==> config.mk <==
export PLATFORM = sky130hd
export DESIGN_NAME = fetch_stage
export DESIGN_NICKNAME = d
export VERILOG_FILES = /design/src/rtl/fetch_stage_pkg.sv /design/src/rtl/fetch_stage_if_id_reg.sv /design/src/rtl/fetch_stage.sv
export SDC_FILE = /design/constraint.sdc
export NUM_CORES = 1
export LEC_CHECK = 0
export ABC_AREA = 0
export CAP_MARGIN = 25
export CORE_AREA = 2 2 100 102
export DETAILED_ROUTE_END_ITERATION = 16
export DIE_AREA = 0 0 102 104
export GPL_TIMING_DRIVEN = 0
export PLACE_DENSITY = 0.81
export REMOVE_ABC_BUFFERS = 1
export SYNTH_ARGS = -nofsm -noshare
export SYNTH_HDL_FRONTEND = slang
export SYNTH_SLANG_ARGS = --single-unit
export TNS_END_PERCENT = 50
==> constraint.sdc <==
create_clock -name clk -period 2.6 [get_ports clk]
set_input_delay 0.39 -clock clk [delete_from_list [all_inputs] [get_ports clk]]
set_output_delay 0.39 -clock clk [all_outputs]
set_load 0.1 [all_outputs]
==> src/rtl/fetch_stage_pkg.sv <==
// rtl/fetch_stage_pkg.sv - fetch stage state encodings and default widths/constants
package fetch_stage_pkg;

  localparam int unsigned FS_ADDR_W   = 16;
  localparam int unsigned FS_INSTR_W  = 16;
  localparam logic [15:0] FS_RESET_PC = 16'h0000;

  typedef enum logic [1:0] {
    FS_FETCH = 2'd0,
    FS_WAIT  = 2'd1,
    FS_HOLD  = 2'd2,
    FS_DRAIN = 2'd3
  } fs_state_e;

endpackage

==> src/rtl/fetch_stage_if_id_reg.sv <==
// rtl/fetch_stage_if_id_reg.sv - IF/ID output register with a one-entry skid buffer
module fetch_stage_if_id_reg #(
  parameter int unsigned ADDR_W  = 16,
  parameter int unsigned INSTR_W = 16
) (
  input  logic               clk_i,
  input  logic               rst_i,
  input  logic               load_i,
  input  logic [INSTR_W-1:0] load_instr_i,
  input  logic [ADDR_W-1:0]  load_pc_i,
  input  logic               stall_i,
  input  logic               flush_i,
  output logic               valid_o,
  output logic [INSTR_W-1:0] instr_o,
  output logic [ADDR_W-1:0]  pc_o,
  output logic               skid_full_o,
  output logic               loaded_o
);

  logic               valid_q, valid_d;
  logic [INSTR_W-1:0] instr_q, instr_d;
  logic [ADDR_W-1:0]  pc_q, pc_d;
  logic               skid_valid_q, skid_valid_d;
  logic [INSTR_W-1:0] skid_instr_q, skid_instr_d;
  logic [ADDR_W-1:0]  skid_pc_q, skid_pc_d;

  always_comb begin
    valid_d      = valid_q;
    instr_d      = instr_q;
    pc_d         = pc_q;
    skid_valid_d = skid_valid_q;
    skid_instr_d = skid_instr_q;
    skid_pc_d    = skid_pc_q;
    loaded_o     = 1'b0;
    if (flush_i) begin
      valid_d      = 1'b0;
      skid_valid_d = 1'b0;
    end else if (skid_valid_q && !stall_i) begin
      valid_d      = 1'b1;
      instr_d      = skid_instr_q;
      pc_d         = skid_pc_q;
      skid_valid_d = 1'b0;
      loaded_o     = 1'b1;
    end else if (load_i && (!valid_q || !stall_i)) begin
      valid_d  = 1'b1;
      instr_d  = load_instr_i;
      pc_d     = load_pc_i;
      loaded_o = 1'b1;
    end else if (load_i) begin
      // Decode is stalled on a valid entry: park the response rather than lose it.
      skid_valid_d = 1'b1;
      skid_instr_d = load_instr_i;
      skid_pc_d    = load_pc_i;
    end else if (!stall_i) begin
      valid_d = 1'b0;
    end
  end

  always_ff @(posedge clk_i) begin
    if (rst_i) begin
      valid_q      <= 1'b0;
      instr_q      <= '0;
      pc_q         <= '0;
      skid_valid_q <= 1'b0;
      skid_instr_q <= '0;
      skid_pc_q    <= '0;
    end else begin
      valid_q      <= valid_d;
      instr_q      <= instr_d;
      pc_q         <= pc_d;
      skid_valid_q <= skid_valid_d;
      skid_instr_q <= skid_instr_d;
      skid_pc_q    <= skid_pc_d;
    end
  end

  assign valid_o     = valid_q;
  assign instr_o     = instr_q;
  assign pc_o        = pc_q;
  assign skid_full_o = skid_valid_q;

endmodule

==> src/rtl/fetch_stage.sv <==
// rtl/fetch_stage.sv - instruction fetch stage: PC, imem request FSM, redirect and stall handling
// Optional perf counters perf_fetched/perf_stall_cyc when FETCH_PERF_CNT_EN is defined.
module fetch_stage
  import fetch_stage_pkg::*;
#(
  parameter int unsigned        ADDR_W   = FS_ADDR_W,
  parameter int unsigned        INSTR_W  = FS_INSTR_W,
  parameter logic [ADDR_W-1:0]  RESET_PC = ADDR_W'(FS_RESET_PC),
  parameter int unsigned        PC_INC   = 2
) (
  input  logic               clk,
  input  logic               rst,
  output logic               imem_req,
  output logic [ADDR_W-1:0]  imem_addr,
  input  logic               imem_ready,
  input  logic               imem_rvalid,
  input  logic [INSTR_W-1:0] imem_rdata,
  input  logic               stall,
  input  logic               redirect,
  input  logic [ADDR_W-1:0]  redirect_pc,
  output logic               if_id_valid,
  output logic [INSTR_W-1:0] if_id_instr,
  output logic [ADDR_W-1:0]  if_id_pc
`ifdef FETCH_PERF_CNT_EN
  ,
  output logic [31:0]        perf_fetched,
  output logic [31:0]        perf_stall_cyc
`endif
);

  fs_state_e         state_q, state_d;
  logic [ADDR_W-1:0] pc_q, pc_d;
  logic [ADDR_W-1:0] req_pc_q, req_pc_d;
  logic              req_c;
  logic              xfer;
  logic              load;
  logic              skid_full;
  logic              if_loaded;

  always_comb begin
    state_d  = state_q;
    pc_d     = pc_q;
    req_pc_d = req_pc_q;
    req_c    = 1'b0;
    xfer     = 1'b0;
    load     = 1'b0;
    unique case (state_q)
      FS_FETCH: begin
        req_c = !skid_full;
        xfer  = req_c && imem_ready;
        if (xfer) begin
          req_pc_d = pc_q;
          pc_d     = pc_q + ADDR_W'(PC_INC);
          state_d  = FS_WAIT;
        end
      end
      FS_WAIT: begin
        if (imem_rvalid) begin
          load    = 1'b1;
          state_d = (!if_id_valid || !stall) ? FS_FETCH : FS_HOLD;
        end
      end
      FS_HOLD: begin
        if (!stall) state_d = FS_FETCH;
      end
      FS_DRAIN: begin
        if (imem_rvalid) state_d = FS_FETCH;
      end
    endcase
    if (redirect) begin
      pc_d = redirect_pc;
      load = 1'b0;
      unique case (state_q)
        FS_FETCH: state_d = xfer ? FS_DRAIN : FS_FETCH;
        FS_WAIT:  state_d = imem_rvalid ? FS_FETCH : FS_DRAIN;
        FS_HOLD:  state_d = FS_FETCH;
        // The stale response arriving in the same cycle still retires the drain.
        FS_DRAIN: state_d = imem_rvalid ? FS_FETCH : FS_DRAIN;
      endcase
    end
  end

  always_ff @(posedge clk) begin
    if (rst) begin
      state_q  <= FS_FETCH;
      pc_q     <= RESET_PC;
      req_pc_q <= RESET_PC;
    end else begin
      state_q  <= state_d;
      pc_q     <= pc_d;
      req_pc_q <= req_pc_d;
    end
  end

  // Reset state is FETCH, so the request is masked while rst is held.
  assign imem_req  = req_c && !rst;
  assign imem_addr = pc_q;

  fetch_stage_if_id_reg #(
    .ADDR_W  (ADDR_W),
    .INSTR_W (INSTR_W)
  ) u_if_id_reg (
    .clk_i        (clk),
    .rst_i        (rst),
    .load_i       (load),
    .load_instr_i (imem_rdata),
    .load_pc_i    (req_pc_q),
    .stall_i      (stall),
    .flush_i      (redirect),
    .valid_o      (if_id_valid),
    .instr_o      (if_id_instr),
    .pc_o         (if_id_pc),
    .skid_full_o  (skid_full),
    .loaded_o     (if_loaded)
  );

`ifdef FETCH_PERF_CNT_EN
  logic [31:0] perf_fetched_q, perf_stall_cyc_q;

  always_ff @(posedge clk) begin
    if (rst) begin
      perf_fetched_q   <= '0;
      perf_stall_cyc_q <= '0;
    end else begin
      if (if_loaded && (perf_fetched_q != '1)) perf_fetched_q <= perf_fetched_q + 32'd1;
      if (if_id_valid && stall && (perf_stall_cyc_q != '1))
        perf_stall_cyc_q <= perf_stall_cyc_q + 32'd1;
    end
  end

  assign perf_fetched   = perf_fetched_q;
  assign perf_stall_cyc = perf_stall_cyc_q;
`else
  logic unused_loaded;
  assign unused_loaded = if_loaded;
`endif

endmodule
[After elaboration in Yosys (flattened, before gate mapping)]
Index checks and enable logic that the tools add are counted.
Storage, ports and cells
  input bits: 38
  flip-flop bits (word level): 100
Operators by class
  equality and inequality tests: 9
  multiplexer cells: 26
  bitwise logic cells: 3
  reductions and logical operators: 23
  add/sub/neg operators: 1
Operators with widths (count)
  2-to-1 mux 16 bit: 7
  adder 16 x 2 -> 16 bit, second input constant: 1
  2-to-1 mux 2 bit: 8
  inequality test 3 bit, second input constant: 5
  AND reduction 2 bit: 5
  2-to-1 mux 1 bit: 9
  one-hot mux 2 bit (4 select lines): 1
  AND reduction 4 bit: 2
  one-hot mux 2 bit (3 select lines): 1
  nonzero test 2 bit: 3
  equality test 2 bit, second input constant: 2
  logical AND 1 bit: 4
  zero test 1 bit: 4
  OR reduction 2 bit: 2
  inequality test 3 x 1 -> 1 bit, second input constant: 1
  inverter 1 bit: 3
  OR reduction 3 bit: 1
  equality test 2 x 1 -> 1 bit, second input constant: 1
  zero test 2 bit: 1
  logical OR 1 bit: 1

[Longest topological paths before layout]
  depth after elaboration: 6
  gate-level depth with buffers: 6
  depth with buffers taken out: 5

[Hierarchy]
From an unflattened synthesis, not the netlist that was laid out.
Unflattened totals
  cell total of the unflattened synthesis: 492
  area, all modules: 4476.8 um^2
By module, submodules not included
  fetch_stage_if_id_reg: instances 1, cells an instance 300, area each 2935.3 um^2
  fetch_stage: instances 1, cells an instance 192, area each 1541.5 um^2

[Least setup slack after synthesis]
OpenSTA, ideal clock, no wires.
  kind: input-to-output
  from: input port rst
  to: output port imem_req
  arrival time: 3.594 ns
  stages: 3
  slack: -1.384 ns
  cells stage by stage: clkbuf_1 > clkbuf_1 > nor4_1
On the way
  cells in the longest elaborated chain, start to end: 2
Ends and longest elaborated chain
  start, declared: line fetch_stage.sv:12  | input logic rst,
  zero test 1 bit: line fetch_stage.sv:96  | assign imem_req = req_c && !rst;
  logical AND 1 bit: line fetch_stage.sv:96
  end, declared: line fetch_stage.sv:13  | output logic imem_req,
Every way passes these cells.

[Worst setup path after layout]
  from: register pc_q[1] (netlist: imem_addr[1])
  to: output port imem_addr[1]
RTL lines
  start, declared: line fetch_stage.sv:32  | logic [ADDR_W-1:0] pc_q, pc_d;
  start signal, assigned: line fetch_stage.sv:90  | pc_q <= pc_d;
  end, declared: line fetch_stage.sv:14  | output logic [ADDR_W-1:0] imem_addr,
No word-level cell between the ends.

==> impl_metrics.csv <==
group,metric,value,unit
status,outcome,"complete, no violations",
setup_path,cp_top_family,"buffers and inverters",
layout,finish.utilization,57.5,%
pwr,internal-power,2.31,mW
yosys,synth_most_common_cell,"nand2_1",
drt,antenna_left,0,
sta,hold_violations,0,
layout,final_nets,594,
grt,groute.usage.overall,19.2,%
yosys,syn_area_per_cell,8.56,sq um
grt,grt_pass1_vias,3513,
grt,grt_pass1_wl,16700,um
sta,whs,402,ps
sta,setup-violations-final,0,
job,drv_cap,0,
yosys,yosysSeqAreaShare,47.4,%
pwr,p_sw,1.01,mW
die,initial_core_util,44.3,%
die,ios,88,
grt,grt_max_degree,85,
setup_path,critPathMaxFanout,7,
placement,hpwlAfterDp,6880,um
sta,layout_min_cycle_time,2470,ps
drt,vias,3719,
yosys,synthMuxAreaShare,8.56,%
yosys,synth_compound_area_share,20.0,%
drt,wl_per_cell,14.6,um
drt,highest_layer,"met4",
sta,worst_slew_pin_slew,1010,ps
pwr,power_frac_clock,32.4,%
layout,fillers,888,
sta,maxSlewViolCount,0,
layout,syn_to_final_growth,29.9,%
drt,avgViaCountPerCell,5.37,
grt,antenna_found_initial,0,
clocking,clock_latency,350,ps
yosys,yosysUniqueCellTypes,37,
pwr,peakVddDrop,0.265,mV
pwr,p_comb_share,18.5,%
setup_path,crit_path_start,"imem_addr[1]$_SDFFE_PP0P_",
placement,port_buffers,87,
die,coreArea,9550,sq um
pwr,power_density,604,nW/um^2
clocking,cts_made_buffers,9,
drt,drtPass1Iterations,4,
clocking,cts_max_level,3,
sta,rsz0062_at_grt,"no",
yosys,yosys-top-cells-count,"nand2_1, dfxtp_1, a21oi_1",
sta,max_slew_margin,32.3,%
yosys,synth-seq-cells,100,
yosys,synthCells,494,
drt,wl_met3,449,um
setup_path,worstSetupStartpointType,"register",
pwr,leakage,1.94,nW
setup_path,reg2reg_from,"state_q[0]$_SDFFE_PP0P_",
yosys,synth_ff_type,"dfxtp_1",
sta,skew,9.99,ps
yosys,synth-xor-area-share,1.87,%
drt,wl_met1,4590,um
pwr,switching_share,30.3,%
yosys,synth_top_family_by_area,"compound AO/OA/AOI/OAI gates",
clocking,cts_root_buffer,"clkbuf_8",
setup_path,critPathKind,"reg -> out",
setup_path,cp_num_buf_inv,1,
drt,remaining_drc_errors,0,
yosys,synth_top_area_share,47.4,%
yosys,synthAdderAreaFrac,0.296,%
drt,dr.first_iter.drc_count,216,
pwr,seq_power_share,49.1,%
drt,wl_met2,5010,um
die,die_area,10600,sq um
placement,gp_congestion,0.768,
die,die_h,104,um
setup_path,critical_path.slowest_cell,"clkdlybuf4s50_1",
yosys,synth_warnings,0,
clocking,clock_path_buffers,2,
setup_path,critPathRequiredTime,2210,ps
clocking,clkSinkCount,100,
yosys,yosys-top-cells-area,"dfxtp_1, a21oi_1, nand2_1",
pwr,p_total,3.32,mW
clocking,post_cts_buffers,0,
sta,max_freq,404,MHz
yosys,synth_area,4230,sq um
clocking,cts_tree,"yes",
yosys,synth_top_cell_by_area,"dfxtp_1",
layout,antennaDiodeCount,0,
grt,grt_overflow_total,0,
drt,drt-total-wl,10100,um
setup_path,max_stage_delay,1200,ps
sta,period_share,95.1,%
yosys,synthArstFlopShare,0,%
yosys,synth_edf_count,0,
setup_path,critPathArrivalTime,2080,ps
die,die_w,102,um
worst_hold_path,hp-start,"rst",
clocking,path_clk_slew,100,ps
worst_hold_path,hold_class,"in -> reg",
die,rows,36,
setup_path,endpoint_kind,"output port",
layout,final_layout_size_suffix_gt1_share,5.71,%
clocking,cts_hold_buf,0,
sta,tns,0,ps
yosys,synth_simple_gate_area_share,17.2,%
setup_path,cp_cell_sequence,"clkdlybuf4s50_1",
==> metrics by stage <==
stage	cell area (sq um)	setup WS [ps]	cells
6_report	5490	127	693
5_1_grt	5490	53.2	693
4_1_cts	5490	113	693
3_5_place_dp	5270	-196	677
3_3_place_gp	5090	-3260	669
2_1_floorplan	4050	-1060	449
==> worst paths after layout <==
kind	end	slack [ps]	cells past startpoint
hold reg to reg	u_if_id_reg.skid_instr_q[14]$_SDFFE_PP0P_	460	2
hold / removal	u_if_id_reg.skid_pc_q[9]$_SDFFE_PP0P_	400	2
setup reg to reg	u_if_id_reg.pc_o[7]$_SDFFE_PP0P_	380	5
setup / recovery	imem_addr[1]	130	1
==> cell families (layout without fill, tap and decap cells) <==
logic type	after synthesis	count (layout)
XOR/XNOR	9	9
multiplexers	36	36
flip-flops	100	100
AO/OA/AOI/OAI	135	135
adder cells (fa/ha/maj)	1	1
buffers and inverters	51	117
AND/OR/NAND/NOR	162	162
==> per-layer routing <==
layer,GRT usage (%),up-vias
met3,3.49,8
met4,5.90,0
met1,25.7,1742
met2,31.3,87
met5,0,-
li1,-,1882
==> what timing repair did <==
item / CTS / global route
resized for setup: 1 / 2
pin swaps: 0 / 0
setup endpoints to repair: 1 / 3
==> power groups by stage <==
stage	Sequential (mW)	Clock (mW)	Combinational, mW
final	1.63	1.08	0.613
after global routing	1.64	1.17	0.647
after CTS	1.63	1.11	0.614
after detailed placement	1.66	0	0.614
after global placement	1.66	0	0.593
after floorplan	1.91	0	0.148
==> flip-flops by register name, summed over array words and instances (netlist names) <==
| signal | flops |
|---|---|
| u_if_id_reg.pc_o | 16 |
| u_if_id_reg.valid_o | 1 |
| u_if_id_reg.instr_o | 16 |
| u_if_id_reg.skid_full_o | 1 |
| req_pc_q | 16 |
| u_if_id_reg.skid_instr_q | 16 |
| imem_addr | 16 |
| u_if_id_reg.skid_pc_q | 16 |
| state_q | 2 |
==> placed cells by master, fill, tap and decap left out, types with 5 or more instances in the layout <==
cell / instances
nand4_1: 5
clkdlybuf4s50_1: 85
nand2_1: 106
a211oi_1: 9
nor4_1: 7
mux2i_1: 35
clkbuf_8: 9
a311oi_1: 35
nor3_1: 5
dfxtp_1: 100
a21oi_1: 83
xnor2_1: 7
nor2_1: 17
inv_1: 5
==> final cells by class <==
type / instances / area, sq um / area share [%]
multi-input cells: 343 / 2050 / 37.4
flip-flops and latches: 100 / 2000 / 36.5
repair buffers: 95 / 1030 / 18.7
well taps: 133 / 166 / 3.03
clock buffers: 11 / 131 / 2.39
clock inverters: 5 / 86.3 / 1.57
inverters: 6 / 25.0 / 0.456
No activity file was read; power rests on OpenSTA's default activity.
